File: src/rtl/nibble_cnt_pkg.sv
// Shared constants for the nibble address counter.
//   NIB_W          : width of one counter cell (a nibble)
//   SAT_WRAP/HOLD  : values for the SATURATE parameter
//   CE_LAT_DIRECT/REG : legal values for the CE_LAT parameter
//   at_bound()     : true when a nibble sits at the count boundary for the direction
package nibble_cnt_pkg;
  localparam int NIB_W         = 4;
  localparam int SAT_WRAP      = 0;
  localparam int SAT_HOLD      = 1;
  localparam int CE_LAT_DIRECT = 0;
  localparam int CE_LAT_REG    = 1;

  typedef enum logic {DIR_DOWN = 1'b0, DIR_UP = 1'b1} dir_e;

  // Up counts roll over from all-ones, down counts borrow from zero.
  function automatic logic at_bound(input logic [NIB_W-1:0] v, input logic up);
    return up ? (&v) : ~(|v);
  endfunction
endpackage

File: src/rtl/nibble_addr_counter_if.sv
// Control/data bundle of the nibble address counter.
//   master : drives CE, UP, ALE, D; observes Q, TC, OVF
//   slave  : the counter side
interface nibble_addr_counter_if
  import nibble_cnt_pkg::*;
#(
  parameter int NIB = 4
);
  logic                 CE;
  logic                 UP;
  logic [NIB-1:0]       ALE;
  logic [NIB_W-1:0]     D;
  logic [NIB*NIB_W-1:0] Q;
  logic                 TC;
  logic                 OVF;

  modport master (output CE, UP, ALE, D, input  Q, TC, OVF);
  modport slave  (input  CE, UP, ALE, D, output Q, TC, OVF);
endinterface

File: src/rtl/nibble_cnt_cell.sv
// One 4-bit slice of the ripple-chained counter.
//   CLK, CLR_N : clock, synchronous active-low clear
//   ld, d      : load strobe and nibble data (load beats counting)
//   en         : global count permission (no load anywhere, not saturated)
//   up         : direction, 1 = increment
//   cin        : carry/borrow in; chain head is the effective enable
//   q          : nibble value
//   cout       : cin AND nibble at its boundary for the direction
module nibble_cnt_cell
  import nibble_cnt_pkg::*;
(
  input  logic             CLK,
  input  logic             CLR_N,
  input  logic             ld,
  input  logic [NIB_W-1:0] d,
  input  logic             en,
  input  logic             up,
  input  logic             cin,
  output logic [NIB_W-1:0] q,
  output logic             cout
);
  assign cout = cin & at_bound(q, up);

  always_ff @(posedge CLK) begin
    if (!CLR_N)        q <= '0;
    else if (ld)       q <= d;
    else if (en & cin) q <= up ? q + 1'b1 : q - 1'b1;
  end
endmodule

File: src/rtl/nibble_addr_counter.sv
// Loadable up/down address counter built from NIB ripple-chained nibble cells.
//   CLK      : clock, rising edge
//   CLR_N    : synchronous active-low clear (Q, OVF, CE pipeline)
//   bus.CE   : count enable (optionally delayed one cycle, CE_LAT)
//   bus.UP   : direction, 1 = up
//   bus.ALE  : per-nibble load strobes, load D into every selected nibble
//   bus.D    : shared nibble load data
//   bus.Q    : counter value
//   bus.TC   : combinational terminal count (top cell carry-out)
//   bus.OVF  : one-cycle pulse after a boundary-crossing count
module nibble_addr_counter
  import nibble_cnt_pkg::*;
#(
  parameter int NIB      = 4,
  parameter int CE_LAT   = CE_LAT_REG,
  parameter int SATURATE = SAT_WRAP
) (
  input  logic                  CLK,
  input  logic                  CLR_N,
  nibble_addr_counter_if.slave  bus
);
  logic                 ce_sel, ce_eff, ld_any, sat_block, cnt_en, ovf_r;
  logic [NIB:0]         carry;
  logic [NIB*NIB_W-1:0] q_all;

  if (CE_LAT == CE_LAT_REG) begin : g_ce_reg
    logic ce_q;
    always_ff @(posedge CLK) begin
      if (!CLR_N) ce_q <= 1'b0;
      else        ce_q <= bus.CE;
    end
    assign ce_sel = ce_q;
  end else begin : g_ce_dir
    assign ce_sel = bus.CE;
  end

  // Masked by CLR_N so TC stays low while clear is asserted.
  assign ce_eff    = CLR_N & ce_sel;
  assign carry[0]  = ce_eff;
  assign ld_any    = |bus.ALE;
  // In hold mode a count at the boundary is swallowed; OVF still pulses.
  assign sat_block = (SATURATE == SAT_HOLD) ? carry[NIB] : 1'b0;
  assign cnt_en    = ~ld_any & ~sat_block;

  for (genvar i = 0; i < NIB; i++) begin : g_cell
    nibble_cnt_cell u_cell (
      .CLK  (CLK),
      .CLR_N(CLR_N),
      .ld   (bus.ALE[i]),
      .d    (bus.D),
      .en   (cnt_en),
      .up   (bus.UP),
      .cin  (carry[i]),
      .q    (q_all[i*NIB_W +: NIB_W]),
      .cout (carry[i+1])
    );
  end

  always_ff @(posedge CLK) begin
    if (!CLR_N) ovf_r <= 1'b0;
    else        ovf_r <= carry[NIB] & ~ld_any;
  end

  assign bus.Q   = q_all;
  assign bus.TC  = carry[NIB];
  assign bus.OVF = ovf_r;
endmodule

File: src/flat_wrapper.sv
// flat-port wrapper written by rule: the top's interface ports become plain ports
module nibble_addr_counter_flat import nibble_cnt_pkg::*;
#(
  parameter int NIB      = 4,
  parameter int CE_LAT   = CE_LAT_REG,
  parameter int SATURATE = SAT_WRAP
)
  (CLK, CLR_N, bus_CE, bus_UP, bus_ALE, bus_D, bus_Q, bus_TC, bus_OVF);
  nibble_addr_counter_if #(.NIB(NIB)) bus_i ();
  input  logic CLK;
  input  logic CLR_N;
  input wire logic [$bits(bus_i.CE)-1:0] bus_CE;
  input wire logic [$bits(bus_i.UP)-1:0] bus_UP;
  input wire logic [$bits(bus_i.ALE)-1:0] bus_ALE;
  input wire logic [$bits(bus_i.D)-1:0] bus_D;
  output wire logic [$bits(bus_i.Q)-1:0] bus_Q;
  output wire logic [$bits(bus_i.TC)-1:0] bus_TC;
  output wire logic [$bits(bus_i.OVF)-1:0] bus_OVF;
  assign bus_i.CE = bus_CE;
  assign bus_i.UP = bus_UP;
  assign bus_i.ALE = bus_ALE;
  assign bus_i.D = bus_D;
  assign bus_Q = bus_i.Q;
  assign bus_TC = bus_i.TC;
  assign bus_OVF = bus_i.OVF;
  nibble_addr_counter #(.NIB(NIB), .CE_LAT(CE_LAT), .SATURATE(SATURATE)) u_core (.CLK(CLK), .CLR_N(CLR_N), .bus(bus_i));
endmodule
File: config.mk
export PLATFORM = sky130hd
export DESIGN_NAME = nibble_addr_counter_flat
export DESIGN_NICKNAME = d
export VERILOG_FILES = /design/src/rtl/nibble_cnt_pkg.sv /design/src/rtl/nibble_addr_counter_if.sv /design/src/rtl/nibble_cnt_cell.sv /design/src/rtl/nibble_addr_counter.sv /design/src/flat_wrapper.sv
export SDC_FILE = /design/constraint.sdc
export NUM_CORES = 1
export LEC_CHECK = 0
export ABC_CLOCK_PERIOD_IN_PS = 4200
export BUFFER_PORTS_ARGS = -buffer_cell sky130_fd_sc_hd__buf_2
export CAP_MARGIN = 10
export CORE_MARGIN = 2
export CORE_UTILIZATION = 55
export CTS_CLUSTER_SIZE = 24
export DETAILED_ROUTE_END_ITERATION = 16
export PLACE_DENSITY_LB_ADDON = 0.05
export SLEW_MARGIN = 0
export SYNTH_ARGS = -nofsm -noshare
export SYNTH_HDL_FRONTEND = slang
export SYNTH_SLANG_ARGS = --single-unit
File: constraint.sdc
create_clock -name CLK -period 4.2 [get_ports CLK]
set_input_delay 1.26 -clock CLK [delete_from_list [all_inputs] [get_ports CLK]]
set_output_delay 1.26 -clock CLK [all_outputs]
set_load 0.01 [all_outputs]
---- Yosys cells after proc, flatten, opt, wreduce, memory -nomap -nowiden ----
Cells that the tools add are included.
word-level totals
  flip-flop bits (word level) ............. 18
  bits of input ports ..................... 12
  output and inout port bits .............. 18
cells by class
  $add $sub $neg .......................... 8
  multiplexer cells ....................... 16
  bitwise operators ....................... 15
  reduce and logical (&&, ||, !) cells .... 13
operators with widths
  operator               count
  $mux W4                12
  $reduce_or A4 Y1       5
  $add A4 B1 Y4 const B  4
  $reduce_and A4 Y1      4
  $sub A4 B1 Y4 const B  4
  $and A1 B1 Y1          10
  $reduce_bool A2 Y1     4
  $not A1 Y1             5
  $mux W1                4

---- Depth between registers and ports, before layout ----
Gate-level depths: netlist of the first run.
  word-level depth ........................ 9
  depth in mapped cells ................... 8
  gate-level depth less buffers ........... 7

---- Modules after synthesis ----
Synthesis of the first run repeated with hierarchy kept, for this count alone.
second synthesis, totals
  cell total of the unflattened synthesis .. 166
  area, all modules ....................... 1512.7 sq um
modules (own cells, without submodules)
  module               instances  cells an instance  area an instance (sq um)  seq. area each (sq um)
  nibble_cnt_cell      4          40                 360.3                     80.1
  nibble_addr_counter  1          6                  71.3                      40.0

---- Worst setup path after synthesis of the first run ----
Ideal clock, no wire load.
  path type ............................... input to output
  start ................................... input bus_UP
  end ..................................... output bus_TC
  data arrival time ....................... 2376 ps
  setup slack ............................. 564 ps
  stages .................................. 4
  cell sequence ........................... buf_2 -> inv_2 -> mux2i_4 -> and4_2
on the way
  word-level cells in the longest chain between the ends .. 5
  elaborated cells between the ends (all ways) .. 8
RTL lines
  item                         RTL line               RTL
  start: declaration           flat_wrapper.sv:13     input wire logic [$bits(bus_i.UP)-1:0] bus_UP;
  $mux W1                      nibble_cnt_pkg.sv:17   return up ? (&v) : ~(|v);
  $and A1 B1 Y1 (3 in series)  nibble_cnt_cell.sv:22  assign cout = cin & at_bound(q, up);
  $and A1 B1 Y1 (*)            nibble_cnt_cell.sv:22
  end: declaration             flat_wrapper.sv:17     output wire logic [$bits(bus_i.TC)-1:0] bus_TC;
Mark *: on every way between the ends. The rest lies on a longest branch, timed or not.

---- Final worst setup path of the first run ----
Same ends and word-level chain as after synthesis.

==> impl_metrics.json, run 1 <==
{
  "grt_pass1_vias": 1023,
  "finalSetupTns_ps": 0,
  "htreeDepth": 1,
  "ir_worst_vdd_v": 0.000202,
  "start_util": 0.580,
  "die_x_um": 52.1,
  "num_vias": 1165,
  "die_area_um2": 2710,
  "dp_cells": 191,
  "max_slew.worst_pin.slew_ps": 493,
  "whs_ps": 530,
  "cp-start-kind": "input pin",
  "grt_pass1_wl_mm": 4.92,
  "ioPinCount": 30,
  "syn_area_um2": 1270,
  "clkTransAtPathRegs_ps": 100,
  "grt.total_usage": 0.251,
  "hold_path_depth": 2,
  "drt-total-wl_mm": 3.06,
  "first_iter_violations": 27,
  "routedWlPerCell_um": 15.7,
  "slew_viol_final": 0,
  "finalHoldViolCount": 0,
  "holdCritPathClass": "flop to flop",
  "cp_data_required_time_ps": 2940,
  "ctsHoldBuffers": 0,
  "fin_worst_skew_ps": 6.72,
  "drt-met1-wl_mm": 1.40,
  "power_mw": 0.413,
  "cts-root-buf": "clkbuf_4",
  "setup_viol": 0,
  "grt_max_degree": 18,
  "pwr_density_cell_nw_per_um2": 281,
  "ys_warn_count": 0,
  "core_um2": 2190,
  "cp.arrival_ps": 2610,
  "critPathCaptureType": "output pin",
  "p_leak_nw": 0.693,
  "layout-drive-gt1-share": 0.263,
  "ys_seq_elements": 18,
  "fin_cells": 195,
  "rsz0062_at_grt": "no",
  "reg2reg_depth": 5,
  "place_area_um2": 1440,
  "drc_errors": 0,
  "viasPerCell": 5.97,
  "gp_congestion": 0.872,
  "setup_ws_ps": 329,
  "antenna_found_initial": 0,
  "postLayoutCoreUtil": 0.672,
  "crit_type": "input pin to output pin",
  "fin_crit_ps": 3870,
  "synthesis.nets": 161,
  "syn_avg_cell_area_um2": 9.27,
  "routed.top_layer": "met4",
  "wl_met2_mm": 1.45,
  "die_height_um": 52.1,
  "place_ws_ps": 338,
  "tritoncts": "built",
  "dr.pass1.iters": 5,
  "rows": 17,
  "crit_fanout": 16,
  "postCtsSetupRepairBufs": 0,
  "nets": 192,
  "overflow": 0,
  "port_buffers": 29,
  "slew_headroom": 0.668,
  "diodes": 0,
  "final_antenna_net_count": 0,
  "clk_latency_ps": 300,
  "cts_sinks": 18,
  "cap_violations": 0,
  "final_cell_mix": "29 x buf_2, 18 x dfxtp_1, 12 x a21oi_1",
  "route.met3.wl_um": 146,
  "fin_area_um2": 1470,
  "clock.fmax_ghz": 0.258,
  "syn_to_final_growth_pct": 16.0,
  "ys_types": 41,
  "fin_crit_sh": 0.922,
  "rrSetupSlack_ps": 2160,
  "cts.path.max_buffers": 2,
  "syn_inst": 137,
  "post-dp-hpwl_mm": 2.23,
  "cts_buffers": 3,
  "post_cts_resized": 0,
  "status": "completed",
  "ys_seq_area_frac": 0.284,
  "final_common_cell": "buf_2"
}
[metal layers]
metal / GRT usage / vias to the layer above
li1: - / 574
met1: 0.348 / 546
met2: 0.382 / 36
met3: 0.0259 / 9
met4: 0.132 / 0
met5: 0 / -
[logic make-up after synthesis]
kind of cell | synth area share
buffers and inverters | 0.0286
AND/OR/NAND/NOR | 0.209
AO/OA/AOI/OAI | 0.177
multiplexers | 0.0699
XOR/XNOR | 0.0897
flip-flops | 0.284
adder cells (fa/ha/maj) | 0.142
[cell type report]
class	instances	area, µm²
flip-flops and latches	18	360
clock buffers	4	36.3
well taps	28	35.0
fillers	190	718
multi-input cells	110	873
inverters	6	22.5
repair buffers	29	145
[worst max-delay path, stage by stage]
cell     delay, ps
buf_2          160
inv_2          320
mux2i_4        440
and4_2         300
buf_2          130
[where the power goes]
group          total, mW  switching (mW)  internal, mW
clock network      0.110          0.0573        0.0530
logic              0.106          0.0567        0.0492
registers          0.197          0.0161         0.181
total              0.413           0.130         0.283
[final timing paths]
check | start | endpoint
worst max-delay path | bus_UP | bus_TC
worst min-delay path | u_core.g_cell[1].u_cell.q[2]$_SDFFE_PN0P_ | u_core.g_cell[1].u_cell.q[2]$_SDFFE_PN0P_
worst max register to register | u_core.g_cell[0].u_cell.q[2]$_SDFFE_PN0P_ | u_core.g_cell[2].u_cell.q[3]$_SDFFE_PN0P_
worst min register to register | u_core.g_cell[1].u_cell.q[2]$_SDFFE_PN0P_ | u_core.g_cell[1].u_cell.q[2]$_SDFFE_PN0P_
[sequential cells by signal, indices dropped and copies added (netlist names)]
name / count
u_core.bus.OVF: 1
u_core.ce_sel: 1
u_core.g_cell.u_cell.q: 16
[synth_stat cells]
cell type / count / share of area
nor2_1: 5 / 0.015
mux2i_1: 3 / 0.024
nand2b_1: 1 / 0.0049
mux2i_4: 2 / 0.035
and3_1: 3 / 0.015
and2_1: 1 / 0.0049
dfxtp_1: 18 / 0.28
o21ai_0: 8 / 0.032
a311oi_1: 1 / 0.0069
ha_1: 8 / 0.079
fa_1: 4 / 0.063
and2b_1: 1 / 0.0059
buf_2: 2 / 0.0079
inv_2: 1 / 0.0030
o221ai_1: 1 / 0.0069
a21oi_1: 12 / 0.047
and4_2: 1 / 0.0079
nor3_1: 2 / 0.0079
or4_4: 2 / 0.018
or4_1: 1 / 0.0059
o211ai_1: 1 / 0.0059
or3_2: 1 / 0.0059
nand3_2: 1 / 0.0079
inv_1: 5 / 0.015
a221oi_1: 1 / 0.0069
a32o_1: 1 / 0.0079
nor4_1: 2 / 0.0099
nand2_1: 6 / 0.018
a21o_1: 4 / 0.024
or3_1: 2 / 0.0099
nand4_4: 1 / 0.017
mux2i_2: 1 / 0.011
nand4_1: 5 / 0.025
nand3_1: 8 / 0.032
a31oi_1: 3 / 0.015
xnor2_1: 7 / 0.048
a32oi_1: 1 / 0.0069
xor2_1: 6 / 0.041
a31o_2: 1 / 0.0069
clkbuf_1: 1 / 0.0030
a211oi_1: 2 / 0.012
(Power assumes the default switching activity.)
==> run 2: changes to the inputs <==
- CORE_MARGIN: 2 -> default
- SYNTH_HIERARCHICAL: default -> 1
==> run 2 against run 1 <==
  * First-iteration DRC count decreased by 11%
  * Hold slack improved by 160 ps
  * Global-route usage increased by 0.50 points
  * Cell count increased by 16%
  * Design area increased by 18%
  * Register-to-register slack got worse by 450 ps
  * Largest power group unchanged
==> impl_metrics.json, run 2 <==
{
  "die_area_um2": 2960,
  "syn_inst": 166,
  "ir_worst_vdd_v": 0.000189,
  "grt.total_usage": 0.256,
  "port_buffers": 29,
  "routedWlPerCell_um": 14.9,
  "p_leak_nw": 0.773,
  "synth_xor_area_frac": 0.0695,
  "htreeDepth": 1,
  "nets": 221,
  "crit_fanout": 3,
  "synthSimpleGateAreaFrac": 0.213,
  "synth_compound_area_frac": 0.268,
  "finalHoldViolCount": 0,
  "synth.area.top_cells": "dfxtp_1 24%, and2_1 7.4%, a2111oi_4 7.3%",
  "synth_edf_count": 0,
  "fin_worst_skew_ps": 2.59,
  "antenna_found_initial": 0,
  "clock.fmax_ghz": 0.252,
  "cp-startpoint": "CLR_N",
  "ys_types": 24,
  "cp-endpoint": "bus_TC",
  "ys_seq_area_frac": 0.238,
  "reg2reg_depth": 9,
  "overflow": 0,
  "holdCritPathClass": "flop to flop",
  "synth_area_leader_cell": "dfxtp_1",
  "core_um2": 2540,
  "synth_top_cell_area_share": 0.238,
  "grt_pass1_wl_mm": 5.38,
  "pwr_density_cell_nw_per_um2": 238,
  "power_mw": 0.414,
  "slew_viol_final": 0,
  "fin_crit_ps": 3960,
  "post-dp-hpwl_mm": 2.55,
  "rsz0062_at_grt": "no",
  "max_slew.worst_pin.slew_ps": 661,
  "cts_buffers": 3,
  "rrSetupSlack_ps": 1710,
  "final_antenna_net_count": 0,
  "final_common_cell": "buf_2",
  "drc_errors": 0,
  "fin_crit_sh": 0.943,
  "synth_common_cells": "20 x nand2_1, 18 x and2_1, 18 x dfxtp_1, 16 x o21ai_0",
  "grt_max_degree": 19,
  "first_iter_violations": 24,
  "layout-drive-gt1-share": 0.301,
  "crit_type": "input pin to output pin",
  "cts-root-buf": "clkbuf_4",
  "drt-total-wl_mm": 3.37,
  "cp_data_required_time_ps": 2940,
  "grt_pass1_vias": 1168,
  "synth-adder-area-share": 0.119,
  "viasPerCell": 5.68,
  "synth_top_flop_cell": "dfxtp_1",
  "top_register": "u_core/g_cell.u_cell/q",
  "synthMuxAreaShare": 0.0529,
  "whs_ps": 694,
  "syn_to_final_growth_pct": 15.0,
  "diodes": 0,
  "dr.pass1.iters": 4,
  "ys_seq_elements": 18,
  "cap_violations": 0,
  "place_ws_ps": 61.2,
  "setup_viol": 0,
  "start_util": 0.594,
  "place_area_um2": 1700,
  "ioPinCount": 30,
  "syn_avg_cell_area_um2": 9.11,
  "clk_latency_ps": 290,
  "num_vias": 1284,
  "syn_area_um2": 1510,
  "rows": 18,
  "cp-start-kind": "input pin",
  "critPathCaptureType": "output pin",
  "synth_top_family_by_area": "compound AO/OA/AOI/OAI gates",
  "slew_headroom": 0.556,
  "cts.path.max_buffers": 2,
  "cp.arrival_ps": 2700,
  "die_height_um": 54.4,
  "tritoncts": "built",
  "r2r_end": "u_core/g_cell[3].u_cell/q[1]$_SDFFE_PN0P_",
  "yosys.cell_count.top_type": "nand2_1",
  "synthesis.nets": 190,
  "hp-start": "u_core/g_cell[2].u_cell/q[3]$_SDFFE_PN0P_",
  "cts_sinks": 18,
  "setup_ws_ps": 238,
  "die_x_um": 54.4,
  "clkTransAtPathRegs_ps": 100,
  "r2r-start": "u_core/g_cell[0].u_cell/q[0]$_SDFFE_PN0P_",
  "postCtsSetupRepairBufs": 0,
  "gp_congestion": 0.903,
  "fin_area_um2": 1740,
  "final_cell_mix": "29 x buf_2, 20 x nand2_1, 18 x and2_1, 18 x dfxtp_1, 16 x o21ai_0",
  "finalSetupTns_ps": 0,
  "largest_register_ffs": 16,
  "synth-async-reset-ratio": 0,
  "status": "completed",
  "ys_warn_count": 6
}
-- run 2: worst min path at each step --
stage                                                end  slack, ps  depth (start not counted)
3_5_place_dp   u_core/g_cell[3].u_cell/q[3]$_SDFFE_PN0P_        670                          2
2_1_floorplan  u_core/g_cell[0].u_cell/q[3]$_SDFFE_PN0P_        680                          2
6_report       u_core/g_cell[2].u_cell/q[3]$_SDFFE_PN0P_        690                          2
3_3_place_gp   u_core/g_cell[1].u_cell/q[3]$_SDFFE_PN0P_        660                          2
5_1_grt        u_core/g_cell[2].u_cell/q[3]$_SDFFE_PN0P_        760                          2
4_1_cts        u_core/g_cell[3].u_cell/q[3]$_SDFFE_PN0P_        710                          2
-- run 2: cells by family (layout without fill, tap and decap cells) --
family                     after synthesis  after routing
buffers and inverters                   16             46
muxes                                    8              8
xor gates and xnor gates                12             12
and+or+nand+nor                         60             60
DFF                                     18             18
adders and majority gates               12             12
AOI/OAI and AO/OA                       40             40
-- run 2: final cells by class --
cell class	instances	area [µm²]
clock buffer	4	36.3
fill	235	806
inverter	8	30.0
multi-input combinational	132	1090
sequential	18	360
tap	30	37.5
timing repair buffer	34	183
-- run 2: through the flow --
| stage | cells | utilization |
|---|---|---|
| finish | 226 | 0.683 |
| global route | 226 | 0.683 |
| CTS | 226 | 0.683 |
| detailed placement | 222 | 0.669 |
| global placement | 222 | 0.669 |
| floorplan | 166 | - |
-- run 2: report_power, final --
part | leakage [nW] | switching, mW | internal (mW)
combinational | 0.603 | 0.0616 | 0.0504
sequential | 0.149 | 0.0137 | 0.180
clock | 0.0210 | 0.0556 | 0.0528
total | 0.773 | 0.131 | 0.283
-- run 2: repair_timing --
item,in CTS,in global routing
hold endpoints to repair,0,0
resized for setup,0,3
hold buffers,0,0
endpoints found under the setup margin,0,1
-- run 2: critical path: stages --
cell      delay, ps
buf_2            90
and2_1          150
a21boi_0        280
a21boi_1        270
a21boi_1        260
a21boi_1        230
buf_2           160
-- run 2: per-layer routing --
layer  global-route usage  wire, µm  vias to the layer above  share of wire
met2                0.400      1580                       35           0.47
li1                     -         -                      648              -
met4               0.0897        20                        0         0.0059
met1                0.358      1630                      599           0.48
met3               0.0306       144                        2          0.043
met5                    0         0                        -              0
==> run 3: changes to the inputs <==
- GPL_TIMING_DRIVEN: default -> 0
==> run 3 against run 2 <==
  * Critical path depth rose by 1
  * Die area unchanged
  * Clock skew hardly changed
  * Sequential share of layout area is 0.10 points higher
  * Sequential cell count did not move
  * Core utilization is 0.34 points lower
  * Sequential power is essentially flat
  * Clock power fell by 18%
  * Register-to-register slack better by 40 ps
  * Design area down 0.50%
  * Hold slack got worse by 2.8 ps
==> impl_metrics.json, run 3 (synthesis results as in run 2) <==
{
  "drc_errors": 0,
  "wl_met2_mm": 1.53,
  "largest_register_ffs": 16,
  "grt_max_degree": 20,
  "final_antenna_net_count": 0,
  "num_vias": 1323,
  "routed.top_layer": "met4",
  "path_buf_inv": 3,
  "finalSetupTns_ps": 0,
  "ioPinCount": 30,
  "status": "completed",
  "n_fill_cell": 228,
  "slew_viol_final": 0,
  "post-dp-hpwl_mm": 2.44,
  "cts.path.max_buffers": 2,
  "clock.fmax_ghz": 0.245,
  "fin_crit_sh": 0.972,
  "first_iter_violations": 28,
  "place_area_um2": 1700,
  "viasPerCell": 5.80,
  "dr.pass1.iters": 4,
  "fin_area_um2": 1730,
  "critPathCaptureType": "output pin",
  "cp-start-kind": "input pin",
  "grt_pass1_wl_mm": 4.94,
  "nets": 224,
  "syn_to_final_growth_pct": 14.4,
  "crit_type": "input pin to output pin",
  "p_leak_nw": 0.752,
  "final_cell_mix": "27 x buf_2, 20 x nand2_1, 18 x and2_1, 18 x dfxtp_1, 16 x o21ai_0",
  "cp_cell_sequence": "buf_4, inv_2, nand2_1, a21boi_1, a21boi_2, a21boi_2, a21boi_1, buf_2",
  "postCtsSetupRepairBufs": 0,
  "cts_buffers": 3,
  "start_util": 0.594,
  "clk_latency_ps": 290,
  "final_common_cell": "buf_2",
  "postLayoutCoreUtil": 0.680,
  "setup_ws_ps": 120,
  "cts-root-buf": "clkbuf_4",
  "crit_family": "compound AO/OA/AOI/OAI gates",
  "crit_slowest_cell": "a21boi_1",
  "port_buffers": 29,
  "cp.arrival_ps": 2820,
  "htreeDepth": 1,
  "max_slew.worst_pin.slew_ps": 792,
  "fin_worst_skew_ps": 2.33,
  "fin_crit_ps": 4080,
  "dp_cells": 225,
  "tritoncts": "built",
  "antenna_found_initial": 0,
  "grt.total_usage": 0.232,
  "ctsHoldBuffers": 0,
  "gp_congestion": 0.789,
  "whs_ps": 691,
  "overflow": 0,
  "die_area_um2": 2960,
  "fin_cells": 228,
  "cts_sinks": 18,
  "ir_worst_vdd_v": 0.000240,
  "rrSetupSlack_ps": 1750,
  "setup_viol": 0,
  "grt_pass1_vias": 1135,
  "core_um2": 2540,
  "routedWlPerCell_um": 14.2,
  "holdCritPathClass": "flop to flop",
  "cap_violations": 0,
  "place_ws_ps": -441,
  "seq_area_um2": 360,
  "drt-total-wl_mm": 3.24,
  "power_mw": 0.393,
  "clkTransAtPathRegs_ps": 100,
  "die_x_um": 54.4,
  "layout-drive-gt1-share": 0.283,
  "post_cts_resized": 7,
  "drt-met1-wl_mm": 1.54,
  "pwr_density_cell_nw_per_um2": 227,
  "cp_data_required_time_ps": 2940,
  "die_height_um": 54.4,
  "multi_input_area_um2": 1100,
  "cpPeakStageDelay_ps": 250,
  "rows": 18,
  "diodes": 0,
  "slew_headroom": 0.468,
  "crit_fanout": 16,
  "top_register": "u_core/g_cell.u_cell/q",
  "finalHoldViolCount": 0,
  "route.met3.wl_um": 150
}
-- run 3: cell count changes in the layout (fill, tap and decap cells not counted), sizes merged --
| cell | change |
|---|---|
| buf | -6 |
| clkbuf | +8 |
-- run 3: routing by layer --
metal / up-vias / GRT usage
li1: 651 / -
met2: 34 / 0.388
met4: 0 / 0.0641
met3: 2 / 0.0278
met5: - / 0
met1: 636 / 0.311
-- run 3: worst paths after layout --
check	to	startpoint	cells past startpoint
setup / recovery	bus_TC	bus_UP	8
hold reg to reg	u_core/g_cell[1].u_cell/q[3]$_SDFFE_PN0P_	u_core/g_cell[1].u_cell/q[3]$_SDFFE_PN0P_	2
hold / removal	u_core/g_cell[1].u_cell/q[3]$_SDFFE_PN0P_	u_core/g_cell[1].u_cell/q[3]$_SDFFE_PN0P_	2
setup reg to reg	u_core/g_cell[3].u_cell/q[1]$_SDFFE_PN0P_	u_core/g_cell[0].u_cell/q[0]$_SDFFE_PN0P_	10
-- run 3: where the power goes --
group	switching, mW	total [mW]	leakage [nW]	internal, mW
combinational	0.0612	0.110	0.590	0.0490
sequential	0.0140	0.194	0.149	0.180
clock	0.0548	0.0882	0.0138	0.0334
total	0.130	0.393	0.752	0.263
-- run 3: area by class of cell --
type,instances,area share
Clock buffer,3,0.0130
Multi-Input combinational cell,132,0.636
Timing Repair Buffer,29,0.0868
Tap cell,30,0.0217
Inverter,8,0.0174
Sequential cell,18,0.208
Buffer,8,0.0174
-- run 3: tightest hold or removal path, stage by stage, from the launching register on --
cell	delay [ps]
dfxtp_1	430
a2111oi_2	60
a311oi_2	170
